==> src/rtl/micro_tile_mux_ctrl.sv <==
// Tile selector: holds the chosen tile out of reset, muxes its output into a
// register, and sequences a fixed-length reset window on every switch.
module micro_tile_mux_ctrl #(
  parameter int N_TILES           = 8,
  parameter int OUT_W             = 8,
  parameter int SEL_W             = $clog2(N_TILES),
  parameter int SWITCH_RST_CYCLES = 4
) (
  input  logic                     clk,
  input  logic                     rst,
  input  logic [SEL_W-1:0]         sel_req,
  input  logic                     sel_load,
  input  logic [N_TILES*OUT_W-1:0] tile_out,
  output logic [N_TILES-1:0]       tile_rst,
  output logic [N_TILES-1:0]       tile_ena,
  output logic [OUT_W-1:0]         uo_out,
  output logic [SEL_W-1:0]         sel_cur,
  output logic                     busy,
  output logic                     sel_err
);

  typedef enum logic {ST_SWITCH, ST_RUN} state_t;

  localparam logic [7:0]   CNT_INIT = 8'(SWITCH_RST_CYCLES - 1);
  localparam logic [SEL_W:0] NT     = (SEL_W + 1)'(N_TILES);

  state_t                          state_q, state_d;
  logic [7:0]                      cnt_q, cnt_d;
  logic [SEL_W-1:0]                sel_q, sel_d;
  logic [OUT_W-1:0]                uo_q, uo_d;
  logic                            err_q, err_d;
  logic [N_TILES-1:0][OUT_W-1:0]   tiles;
  logic                            req_ok;

  assign tiles  = tile_out;
  assign req_ok = ({1'b0, sel_req} < NT);

  always_ff @(posedge clk) begin
    if (rst) begin
      state_q <= ST_SWITCH;
      cnt_q   <= CNT_INIT;
      sel_q   <= '0;
      uo_q    <= '0;
      err_q   <= 1'b0;
    end else begin
      state_q <= state_d;
      cnt_q   <= cnt_d;
      sel_q   <= sel_d;
      uo_q    <= uo_d;
      err_q   <= err_d;
    end
  end

  always_comb begin
    state_d = state_q;
    cnt_d   = cnt_q;
    sel_d   = sel_q;
    uo_d    = '0;
    err_d   = 1'b0;
    case (state_q)
      ST_SWITCH: begin
        if (cnt_q == 8'd0) state_d = ST_RUN;
        else               cnt_d   = cnt_q - 8'd1;
      end
      default: begin
        uo_d = tiles[sel_q];
        if (sel_load) begin
          if (req_ok) begin
            // accepted switch: blank the output from the first SWITCH cycle on
            sel_d   = sel_req;
            cnt_d   = CNT_INIT;
            state_d = ST_SWITCH;
            uo_d    = '0;
          end else begin
            err_d = 1'b1;
          end
        end
      end
    endcase
  end

  assign busy    = (state_q == ST_SWITCH);
  assign sel_cur = sel_q;
  assign uo_out  = uo_q;
  assign sel_err = err_q;

  for (genvar i = 0; i < N_TILES; i++) begin : g_tile
    assign tile_ena[i] = (sel_q == SEL_W'(i));
    assign tile_rst[i] = busy | ~tile_ena[i];
  end

endmodule

==> config.mk <==
export PLATFORM = sky130hd
export DESIGN_NAME = micro_tile_mux_ctrl
export DESIGN_NICKNAME = d
export VERILOG_FILES = /design/src/rtl/micro_tile_mux_ctrl.sv
export SDC_FILE = /design/constraint.sdc
export NUM_CORES = 1
export LEC_CHECK = 0
export ABC_AREA = 1
export CORE_MARGIN = 10
export CORE_UTILIZATION = 36
export CTS_BUF_LIST = sky130_fd_sc_hd__clkbuf_4
export DETAILED_ROUTE_END_ITERATION = 10
export GPL_ROUTABILITY_DRIVEN = 0
export PLACE_DENSITY = 0.84
export SLEW_MARGIN = 20
export SYNTH_ARGS = -nofsm -noshare
export SYNTH_HDL_FRONTEND = slang
export SYNTH_SLANG_ARGS = --single-unit
==> constraint.sdc <==
create_clock -name clk -period 1.9 [get_ports clk]
set_clock_uncertainty 0.1 [all_clocks]
set_input_delay 0.19 -clock clk [delete_from_list [all_inputs] [get_ports clk]]
set_output_delay 0.19 -clock clk [all_outputs]
set_load 0.05 [all_outputs]
==> flow_summary.toml, run 1 <==
[synth]
ys_types = 22
synthesis.area_um2 = 1420
synth_warnings = 0
syn_nets = 309
syn_avg_cell_area_um2 = 5.98
syn_inst = 238
synth-seq-area-share_pct = 28.1
synth.ff_latch_count = 20

[pwr]
swShare_pct = 43.0
p_switching_uw = 711
p_per_area_nw_per_um2 = 631
power.share.combinational_pct = 55.3
clkPwrFrac_pct = 13.1
power.share.sequential_pct = 31.6
ir_drop_mv = 0.364
internal_power_uw = 943
p_leak_uw = 0.00111

[critical_path]
path_class = "flip-flop to output port"
critPathLaunchType = "flip-flop"
path_max_fanout = 1
crit_buf_inv = 1
cp_data_arrival_time_ns = 1.48
cp.required_ns = 1.61
slowest_delay_ns = 0.82
endpoint_kind = "output port"
crit_path_top_delay_cell = "clkdlybuf4s50_1"
crit_chain = "clkdlybuf4s50_1"
path_delay_family = "buffers and inverters"

[die]
rows = 22
dieHeight_um = 82.9
io_pins = 99
die-width_um = 82.9
start_util_pct = 38.0
coreArea_um2 = 3740
dieArea_um2 = 6870

[final_layout]
drive_gt1_share_pct = 19.1
area_delta_synth_final_pct = 84.3
antennaDiodeCount = 0
final_common_cell = "clkdlybuf4s50_1"
final_util_pct = 70.1
fin_nets = 412
most-common-layout-cells = "clkdlybuf4s50_1, nand2_1, nor2_1"

[drt]
drc = 0
routed_wl_um = 5770
drt_first_iter_violations = 113
via_count = 1870
detail_route.wl_per_cell_um = 14.9
first_pass_iters = 4
avgViaCountPerCell = 4.82
ant_nets = 0

[global_routing]
grt-ovfl-total = 0
grt_start_max_net_pins = 17
track_usage_pct = 15.9
grt_antenna_before_repair = 0
first_global_vias = 1791
grt_pass1_wl_um = 9180

[placed_design]
dp_hpwl_um = 4900
pre_cts_slack_ns = 0.383
port_buffers = 97

[clock_network]
htreeDepth = 1
cts.sinks = 20
cts_root_buffer = "clkbuf_4"
cts_tree = "built"
cts_resized = 0
path_clk_slew_ns = 0.11
cts_buffers = 3
cts-hold-fix-buffers = 0
cts_buffer_depth = 2
insertion_delay_ns = 0.32

[timing]
tns_ns = 0
max_slew_margin_pct = 62.9
fin_crit_sh_pct = 92.9
setup_slack_ns = 0.135
tightest_slew_ns = 0.555
max_freq_mhz = 566
setup_violations = 0
rsz0062_at_grt = "no"
maxSlewViolCount = 0
period_needed_ns = 1.77
final-hold-violation-count = 0

[worst_hold_path]
min_path_type = "primary input to flip-flop"

[run_status]
outcome = "complete, no violations"

[run]
drv_cap = 0
-- final cells by class --
class | instances | area [um2]
Fill cell | 340 | 1120
Multi-Input combinational cell | 185 | 920
Inverter | 24 | 91.3
Sequential cell | 20 | 404
Tap cell | 48 | 60.1
Timing Repair Buffer | 107 | 1120
Clock inverter | 1 | 3.75
Clock buffer | 3 | 22.5
-- cells in the mapped netlist (all sizes together) --
library cell,number,area (um2)
buf,9,81.3
nor3,1,16.3
o21ai,20,104
nor2,43,179
a21oi,6,30.0
conb,1,3.75
clkinv,1,5.00
dfxtp,20,400
a22oi,7,52.6
ha,1,12.5
nand4,14,87.6
inv,23,86.3
nand3,7,35.0
nand2,85,329
-- cells by family after synthesis --
logic type	Yosys count	synth area share [%]
simple gates	150	45.5
fa+ha+maj	1	0.879
flops	20	28.1
buf+inv	33	12.1
compound gates	33	13.1
other cells	1	0.264
-- worst register-to-register path: cells and delay by family (launching register included) --
| kind | cells | cell delay (ns) |
|---|---|---|
| AO/OA/AOI/OAI | 2 | 0.36 |
| adder cells (fa/ha/maj) | 1 | 0.18 |
| buffers and inverters | 2 | 0.25 |
| flip-flops | 1 | 0.33 |
| AND/OR/NAND/NOR | 2 | 0.20 |
-- metal layers --
metal  GRT usage (%)  share of wire, %  vias up  wire length (um)
met2            27.7                51       60              2930
li1                -                 -      964                 -
met4            7.08               2.3        0               131
met1            18.0                42      837              2410
met5               0                 0        -                 0
met3            3.32               5.3        9               304
-- sequential cells by signal (all words and copies together), names as in the netlist --
register and count:
cnt_q 8, uo_out 8, sel_cur 3, state_q 1
-- per-stage QoR --
step / std cells / power [uW] / cell area, um2 / hold slack, ns
final: 388 / 1650 / 2620 / 0.375
after global routing: 388 / 1790 / 2620 / 0.434
after CTS: 386 / 1650 / 2610 / 0.376
after detailed placement: 382 / 1440 / 2580 / 0.387
after global placement: 382 / 1430 / 2580 / 0.381
after floorplan: 238 / 1090 / 1500 / 0.159
-- worst paths after layout --
| check | startpoint | endpoint | slack [ns] | cells past startpoint |
|---|---|---|---|---|
| setup reg to reg | cnt_q[0] | cnt_q[0] | 0.37 | 7 |
| hold reg to reg | cnt_q[0] | cnt_q[0] | 0.42 | 2 |
| setup / recovery | uo_out[7] | uo_out[7] | 0.13 | 1 |
| hold / removal | sel_req[0] | sel_cur[0] | 0.38 | 3 |
-- power by group through the flow --
stage | clock (uW) | sequential (uW) | combinational, uW
floorplan | 0 | 561 | 527
global placement | 0 | 530 | 898
detailed placement | 0 | 530 | 908
CTS | 223 | 522 | 910
global route | 241 | 530 | 1020
finish | 216 | 523 | 915
-- timing repair --
item	CTS	global route
buffers inserted	0	2
endpoints found under the hold margin	0	0
endpoints found under the setup margin	0	1
No activity file was read; power rests on OpenSTA's default activity.
==> run 2: changes to the inputs <==
--- a/config.mk
+++ b/config.mk
@@ -11,6 +11,7 @@
 export CTS_BUF_LIST = sky130_fd_sc_hd__clkbuf_4
 export DETAILED_ROUTE_END_ITERATION = 10
 export GPL_ROUTABILITY_DRIVEN = 0
+export HOLD_SLACK_MARGIN = 0.1
 export PLACE_DENSITY = 0.84
 export SLEW_MARGIN = 20
 export SYNTH_ARGS = -nofsm -noshare
==> results of run 2 <==
Final layout, timing and power as in run 1 (identical DEF).
==> run 3: changes to the inputs <==
--- a/config.mk
+++ b/config.mk
@@ -13,7 +13,6 @@
 export GPL_ROUTABILITY_DRIVEN = 0
 export HOLD_SLACK_MARGIN = 0.1
 export PLACE_DENSITY = 0.84
-export SLEW_MARGIN = 20
 export SYNTH_ARGS = -nofsm -noshare
 export SYNTH_HDL_FRONTEND = slang
 export SYNTH_SLANG_ARGS = --single-unit
==> results of run 3 <==
Final layout, timing and power as in run 1 (identical DEF).
